$ cat config.mk
export PLATFORM = sky130hd
export DESIGN_NAME = ide_sizer
export DESIGN_NICKNAME = d
export VERILOG_FILES = /design/src/rtl/ide_sizer.sv
export SDC_FILE = /design/constraint.sdc
export NUM_CORES = 1
export LEC_CHECK = 0
export BUFFER_PORTS_ARGS = -buffer_cell sky130_fd_sc_hd__buf_2
export CORE_ASPECT_RATIO = 2
export CORE_UTILIZATION = 35
export DETAILED_ROUTE_END_ITERATION = 8
export MAX_ROUTING_LAYER = met4
export PLACE_DENSITY = 0.66
export SYNTH_ARGS = -nofsm -noshare
export SYNTH_HDL_FRONTEND = slang
export SYNTH_SLANG_ARGS = --single-unit
export TNS_END_PERCENT = 30
$ cat constraint.sdc
create_clock -name CLK -period 1.9 [get_ports CLK]
set_input_delay 0.19 -clock CLK [delete_from_list [all_inputs] [get_ports CLK]]
set_output_delay 0.19 -clock CLK [all_outputs]
set_load 0.05 [all_outputs]
$ cat src/rtl/ide_sizer.sv
// ide_sizer: splits a 32-bit CPU bus cycle into one or two 16-bit IDE
// sub-cycles. It strobes the IDE timing engine and steers write/read data
// between the 32-bit CPU bus and the 16-bit IDE bus. It then acknowledges
// the CPU, or signals a bus error if the engine never answers.
//
// Ports
//   CLK, RESET   clock, asynchronous active-high reset
//   TS, RW, A, SIZ, ACCESS, D   CPU cycle request (TS, ACCESS active low)
//   DIDE, ATA    IDE read data and engine acknowledge (ATA active low)
//   ATS, AA1     engine start strobe (active low) and word-select bit
//   WDIDE        IDE write data
//   DOUT         CPU read data
//   CPUTA, BERR  CPU acknowledge / bus error (active low, one cycle)
//   BUSY         high while a transfer is in progress
module ide_sizer #(
    parameter int unsigned TIMEOUT = 255
) (
    input  logic        CLK,
    input  logic        RESET,
    input  logic        TS,
    input  logic        RW,
    input  logic [31:0] A,
    input  logic [1:0]  SIZ,
    input  logic        ACCESS,
    input  logic [31:0] D,
    input  logic [15:0] DIDE,
    input  logic        ATA,
    output logic        ATS,
    output logic        AA1,
    output logic [15:0] WDIDE,
    output logic [31:0] DOUT,
    output logic        CPUTA,
    output logic        BERR,
    output logic        BUSY
);

    typedef enum logic [2:0] {IDLE, CYC1, GAP, CYC2, ACK, ERR} state_t;

    localparam logic [8:0] TO_LIM = 9'(TIMEOUT);

    state_t      state_q;
    logic        split_q;
    logic        rw_q;
    logic [7:0]  wd_q;
    logic        ats_q;
    logic        aa1_q;
    logic [15:0] wdide_q;
    logic [31:0] dout_q;
    logic        cputa_q;
    logic        berr_q;
    logic        busy_q;

    logic       split_d;
    logic [8:0] wd_d;
    logic       expire;
    logic       unused_ok;

    // A cycle needs two IDE words when it starts in the upper word and
    // reaches into the lower one.
    assign split_d = ~A[1] & ((SIZ == 2'b00) | (SIZ == 2'b11) | ((SIZ == 2'b10) & A[0]));

    // Watchdog count after this cycle; expiry only matters when ATA is high,
    // so an acknowledge on the expiry cycle still completes normally.
    assign wd_d   = {1'b0, wd_q} + 9'd1;
    assign expire = (wd_d >= TO_LIM);

    assign unused_ok = ^{A[31:2]};

    always_ff @(posedge CLK or posedge RESET) begin
        if (RESET) begin
            state_q <= IDLE;
            split_q <= 1'b0;
            rw_q    <= 1'b0;
            wd_q    <= 8'd0;
            ats_q   <= 1'b1;
            aa1_q   <= 1'b0;
            wdide_q <= 16'd0;
            dout_q  <= 32'd0;
            cputa_q <= 1'b1;
            berr_q  <= 1'b1;
            busy_q  <= 1'b0;
        end else begin
            // Strobes are one-cycle pulses unless a branch below asserts them.
            ats_q   <= 1'b1;
            cputa_q <= 1'b1;
            berr_q  <= 1'b1;
            case (state_q)
                IDLE: begin
                    if (!TS && !ACCESS) begin
                        state_q <= CYC1;
                        split_q <= split_d;
                        rw_q    <= RW;
                        aa1_q   <= A[1];
                        ats_q   <= 1'b0;
                        wd_q    <= 8'd0;
                        wdide_q <= A[1] ? D[15:0] : D[31:16];
                        busy_q  <= 1'b1;
                    end
                end
                CYC1, CYC2: begin
                    if (!ATA) begin
                        if (rw_q) begin
                            if (aa1_q) dout_q[15:0]  <= DIDE;
                            else       dout_q[31:16] <= DIDE;
                        end
                        if (state_q == CYC1 && split_q) begin
                            state_q <= GAP;
                            aa1_q   <= 1'b1;
                        end else begin
                            state_q <= ACK;
                            cputa_q <= 1'b0;
                        end
                    end else if (expire) begin
                        state_q <= ERR;
                        berr_q  <= 1'b0;
                    end else begin
                        wd_q <= wd_d[7:0];
                    end
                end
                // One dead cycle lets the engine release ATA before the next strobe.
                GAP: begin
                    state_q <= CYC2;
                    ats_q   <= 1'b0;
                    wd_q    <= 8'd0;
                    wdide_q <= D[15:0];
                end
                ACK, ERR: begin
                    state_q <= IDLE;
                    busy_q  <= 1'b0;
                end
                default: begin
                    state_q <= IDLE;
                    busy_q  <= 1'b0;
                end
            endcase
        end
    end

    assign ATS   = ats_q;
    assign AA1   = aa1_q;
    assign WDIDE = wdide_q;
    assign DOUT  = dout_q;
    assign CPUTA = cputa_q;
    assign BERR  = berr_q;
    assign BUSY  = busy_q;

endmodule

==> reports/metrics.cfg, run 1 <==
[status]
status = finished, violations left
violations = negative setup slack

[synthesis]
syn_inst = 245
synth-edff-count = 0
syn_area_per_cell_um2 = 11.8
synth_top_flop_cell = dfrtp_1
ys_seq_area_share_pct = 57.4
synth_area_mm2 = 0.00289
synthesis.nets = 336
yosysUniqueCellTypes = 39
synthArstFlopShare_pct = 100
yosysWarnings = 0
ys_seq_elements = 66

[flow_run]
maxCapViolCount = 0

[global_route]
grt_antenna_before_repair = 0
grt_max_degree = 33
grt_pass1_vias = 2171
grt_overflow = 0
grt_pass1_wl_um = 10100
grtUsageTotal_pct = 16.3

[final_layout]
final_nets = 463
stdcell_area_mm2 = 0.00400
instances_no_fill = 473
fin_util_pct = 50.4
drive_gt1_share_pct = 49.9
num_antenna_cells = 0
area_growth_pct = 38.6

[timing]
fmax_mhz = 518
max_slew_margin_pct = 68.3
fin_crit_sh_pct = 102
finalWorstSetupSlack_ps = -31.1
hold_violations = 0
worst_slew_pin_slew_ps = 475
finalSetupViolCount = 3
finalMaxSlewViolations = 0
min_period_ps = 1930
finalClockSkew_ps = 4.73
rsz0062_at_grt = true

[clock_network]
cts_made_buffers = 9
h-tree-depth = 3
cts_root_buf = clkbuf_16
cts_tree = built
clkLatencyLatePin_ps = 320
cts.sinks = 66
cts_max_path_buffers = 2
clk_transition_reported_paths_ps = 50

[detailed_routing]
firstDrtPassIters = 4
wl_per_cell_um = 14.3
drt_wl_total_um = 6750
drt-initial-drc-count = 91
vias_per_cell = 4.95
ant_nets = 0
drc = 0
vias = 2341

[worst_setup_path]
cp-start-kind = flip-flop
critPathKind = flip-flop to flip-flop
cp-end-kind = flip-flop
r2r_cells = 6
cp_data_arrival_time_ps = 2140
cp_max_fo = 4
crit_required_ps = 2110
worstReg2RegEnd = wd_q[2]$_DFFE_PP0P_
rr_startpoint = wd_q[1]$_DFFE_PP0P_
r2r_slack_ps = -30

[die]
io_pins = 141
start_util_pct = 36.3
die_h_um = 130
dieArea_mm2 = 0.00863
num_rows = 46
die_w_um = 66.2
core-area_mm2 = 0.00794

[placement]
dpl.hpwl_um = 4990
place_ws_ps = 34.2
portBuffers = 110
place_area_mm2 = 0.00365
gp_congestion = 0.864
dp_cells = 453

[min_path]
holdPathStages = 2
holdPathEnd = split_q$_DFFE_PP0P_
hold_start = A[1]
hp-class = input port to flip-flop

[power_and_ir_drop]
fin_total_pwr_uw = 8000
powerDensity_mw_per_mm2 = 2000
p_leak_uw = 0.00191
max-vdd-ir-drop_uv = 720

==> power breakdown <==
| part | switching (uW) | internal [uW] | total, uW |
|---|---|---|---|
| registers | 371 | 2050 | 2420 |
| clock network | 565 | 909 | 1470 |
| logic | 2930 | 1180 | 4110 |
| total | 3870 | 4130 | 8000 |
==> critical path, stage by stage (launching register included) <==
cell and delay (ps):
dfrtp_1 460, ha_4 300, nor2_1 60, o211ai_1 330, o21a_1 240, o21ai_0 100, a311o_1 320
==> cell usage after synthesis (5+ instances only) <==
cell type | instances | area (um^2)
dfrtp_1 | 63 | 1580
inv_1 | 10 | 37.5
mux2i_1 | 16 | 160
buf_2 | 6 | 30.0
o21ai_0 | 7 | 35.0
nor2_1 | 28 | 105
mux2_2 | 33 | 372
a21oi_1 | 26 | 130
nand2_1 | 8 | 30.0
o211ai_1 | 5 | 37.5
==> metal layers <==
| layer | GRT usage, % | wire [um] | vias to the layer above |
|---|---|---|---|
| met3 | 3.91 | 357 | 17 |
| met2 | 28.4 | 3820 | 90 |
| met1 | 16.4 | 2400 | 1108 |
| li1 | - | - | 1126 |
| met5 | - | 0 | - |
| met4 | 8.64 | 172 | 0 |
==> logic make-up (layout without fill, tap and decap cells) <==
| family | after synthesis | in the layout | share of synthesized area (%) |
|---|---|---|---|
| xor gates and xnor gates | 2 | 2 | 0.607 |
| and+or+nand+nor | 55 | 55 | 8.72 |
| muxes | 49 | 49 | 18.4 |
| AOI/OAI and AO/OA | 51 | 51 | 10.8 |
| adders and majority gates | 3 | 3 | 1.30 |
| DFF | 66 | 66 | 57.4 |
| buffers and inverters | 19 | 151 | 2.78 |
==> placed cells by master, fill, tap and decap left out, types with 2 or more instances in the layout <==
master and instances:
or4_1 2, clkinv_2 4, buf_12 4, dfstp_2 3, o31ai_1 2, clkbuf_16 9
o21a_1 2, nand3_1 3, and2_1 3, inv_1 8, buf_2 110, mux2_2 33
ha_4 2, inv_2 2, nand2_1 8, mux2i_1 16, nor2_2 2, o211ai_1 5
or3_1 2, dfrtp_1 63, nand2b_1 2, buf_4 9, clkinvlp_4 2, o21ai_0 6
a21oi_1 26, nor2_1 27
==> sequential cells by signal, indices dropped and copies added (netlist names) <==
register	count
AA1	1
rw_q	1
BUSY	1
state_q	3
ATS	1
BERR	1
split_q	1
WDIDE	16
CPUTA	1
DOUT	32
wd_q	8
==> how the worst max path moves through the flow <==
stage	from	endpoint	slack, ps
6_report	wd_q[1]$_DFFE_PP0P_	wd_q[2]$_DFFE_PP0P_	-30
5_1_grt	wd_q[0]$_DFFE_PP0P_	wd_q[2]$_DFFE_PP0P_	-120
4_1_cts	wd_q[0]$_DFFE_PP0P_	wd_q[2]$_DFFE_PP0P_	30
3_5_place_dp	wd_q[0]$_DFFE_PP0P_	wd_q[2]$_DFFE_PP0P_	30
3_3_place_gp	wd_q[0]$_DFFE_PP0P_	wd_q[2]$_DFFE_PP0P_	100
2_1_floorplan	RESET	AA1$_DFFE_PP0P_	60
==> area by class of cell <==
type	instances	area, um^2
clock buffer	11	243
clock inverter	5	30.0
fill	727	3940
inverter	11	42.5
multi-input combinational	160	1200
sequential	66	1660
tap	96	120
timing repair buffer	124	708
==> repair_timing <==
action,in CTS,in global routing
buffers inserted,0,3
endpoints found under the setup margin,0,6
endpoints found under the hold margin,16,0
hold buffers,1,0
resized for setup,0,10
==> per-stage QoR <==
stage	hold WS, ps	TNS, ps
6_report	108	-43.4
5_1_grt	105	-493
4_1_cts	92.0	0
3_5_place_dp	242	0
3_3_place_gp	245	0
2_1_floorplan	287	0
No activity file was read; power rests on OpenSTA's default activity.
==> run 2, diff against run 1 <==
Settings changed: SETUP_SLACK_MARGIN set to 0.02.
==> run 2 against run 1 <==
Against the previous run: the flow still finishes with violations (negative setup slack); maximum frequency rose by 1.4%; sequential share of layout area decreased by 0.42 points; sequential power about the same; flip-flop and latch count stayed put; critical path type unchanged; critical endpoint is now wd_q[1]$_DFFE_PP0P_; largest cell class unchanged.
==> reports/metrics.cfg, run 2 (synthesis gave the netlist of run 1 again) <==
[final_layout]
stdcell_area_mm2 = 0.00405
fin_util_pct = 51.0
area_growth_pct = 40.3
final_nets = 465
drive_gt1_share_pct = 51.5
final_common_cell = buf_2
layout_common_cells = 110 x buf_2, 61 x dfrtp_1, 33 x mux2_2
largest_register_ffs = 32
num_antenna_cells = 0
fill_cells = 722

[worst_setup_path]
cp-end-kind = flip-flop
worstReg2RegEnd = wd_q[1]$_DFFE_PP0P_
crit_chain = ha_4 > nor2_2 > o211ai_1 > o21ai_2 > buf_6 > a31oi_2 > o32ai_1
crit_required_ps = 2100
critPathKind = flip-flop to flip-flop
cp_data_arrival_time_ps = 2100
slowest_stage = dfrtp_1
cp-start-kind = flip-flop
max_stage_delay_ps = 450
r2r_slack_ps = -4
r2r_cells = 7
cp_max_fo = 4
rr_startpoint = wd_q[1]$_DFFE_PP0P_

[clock_network]
clkLatencyLatePin_ps = 320
cts.sinks = 66
cts_tree = built
cts_made_buffers = 9
cts_max_path_buffers = 2
cts_root_buf = clkbuf_16
clk_transition_reported_paths_ps = 50
h-tree-depth = 3

[timing]
finalClockSkew_ps = 4.50
fmax_mhz = 525
fin_crit_sh_pct = 100
finalMaxSlewViolations = 0
max_slew_margin_pct = 68.2
hold_slack_ps = 107
rsz0062_at_grt = true
finalWorstSetupSlack_ps = -4.36
finalSetupViolCount = 1
min_period_ps = 1900
worst_slew_pin_slew_ps = 476
hold_violations = 0

[global_route]
grt_pass1_wl_um = 10100
grtUsageTotal_pct = 16.3
grt_pass1_vias = 2171
grt_overflow = 0
grt_antenna_before_repair = 0
grt_max_degree = 33

[placement]
gp_congestion = 0.864
dpl.hpwl_um = 4990
portBuffers = 110
place_area_mm2 = 0.00365

[min_path]
hold_start = A[1]
hp-class = input port to flip-flop
holdPathEnd = split_q$_DFFE_PP0P_
holdPathStages = 2

[detailed_routing]
drt_wl_total_um = 6850
firstDrtPassIters = 4
drc = 0
vias = 2362
vias_per_cell = 4.97
ant_nets = 0
drt-initial-drc-count = 112
wl_per_cell_um = 14.4

[die]
core-area_mm2 = 0.00794
die_w_um = 66.2
die_h_um = 130
num_rows = 46
io_pins = 141
dieArea_mm2 = 0.00863
start_util_pct = 36.3

[power_and_ir_drop]
p_leak_uw = 0.00192
max-vdd-ir-drop_uv = 720
powerDensity_mw_per_mm2 = 1990

[status]
status = finished, violations left
violations = negative setup slack

[flow_run]
maxCapViolCount = 0

[run 2: what timing repair did]
action	CTS	global route
buffers inserted	0	5
resized for setup	0	19
hold endpoints to repair	16	0
hold buffers	1	0
endpoints found under the setup margin	0	7
[run 2: layout make-up]
cell class | instances | area, um^2 | area share (%)
inverters | 11 | 42.5 | 1.05
multi-input cells | 160 | 1220 | 30.2
flip-flops and latches | 66 | 1660 | 41.0
repair buffers | 126 | 731 | 18.1
clock buffers | 11 | 243 | 6.00
well taps | 96 | 120 | 2.97
clock inverters | 5 | 30.0 | 0.742
[run 2: worst max-delay path, delay by kind of cell (launching register included)]
| kind | cells | cell delay [ps] |
|---|---|---|
| AND/OR/NAND/NOR | 1 | 40 |
| adder cells (fa/ha/maj) | 1 | 310 |
| AO/OA/AOI/OAI | 4 | 800 |
| buffers and inverters | 1 | 160 |
| flip-flops | 1 | 450 |
[run 2: metrics by stage]
step | setup TNS [ps] | setup slack, ps | total power [uW] | std cells
3_5_place_dp | 0 | 34.2 | 6500 | 453
6_report | -4.36 | -4.36 | 8040 | 475
2_1_floorplan | 0 | 60.2 | 5430 | 245
4_1_cts | 0 | 25.2 | 8010 | 470
3_3_place_gp | 0 | 97.2 | 6400 | 453
5_1_grt | -285 | -82.9 | 8480 | 475
[run 2: worst max path at each step]
stage                              from             endpoint  slack (ps)
finish              wd_q[1]$_DFFE_PP0P_  wd_q[1]$_DFFE_PP0P_          -4
global route        wd_q[0]$_DFFE_PP0P_  wd_q[2]$_DFFE_PP0P_         -80
CTS                 wd_q[0]$_DFFE_PP0P_  wd_q[2]$_DFFE_PP0P_          30
detailed placement  wd_q[0]$_DFFE_PP0P_  wd_q[2]$_DFFE_PP0P_          30
global placement    wd_q[0]$_DFFE_PP0P_  wd_q[2]$_DFFE_PP0P_         100
floorplan                         RESET      AA1$_DFFE_PP0P_          60
[run 2: power by group]
part           leakage [uW]  internal [uW]  switching, uW
registers          0.000795           2050            372
clock network      0.000131            909            566
logic              0.000996           1200           2940
[run 2: metal layers]
metal / GRT usage, % / up-vias / share of wire, %
met5: - / - / 0
li1: - / 1127 / -
met2: 28.4 / 92 / 56
met1: 16.4 / 1119 / 36
met4: 8.64 / 0 / 3.2
met3: 3.91 / 24 / 5.0
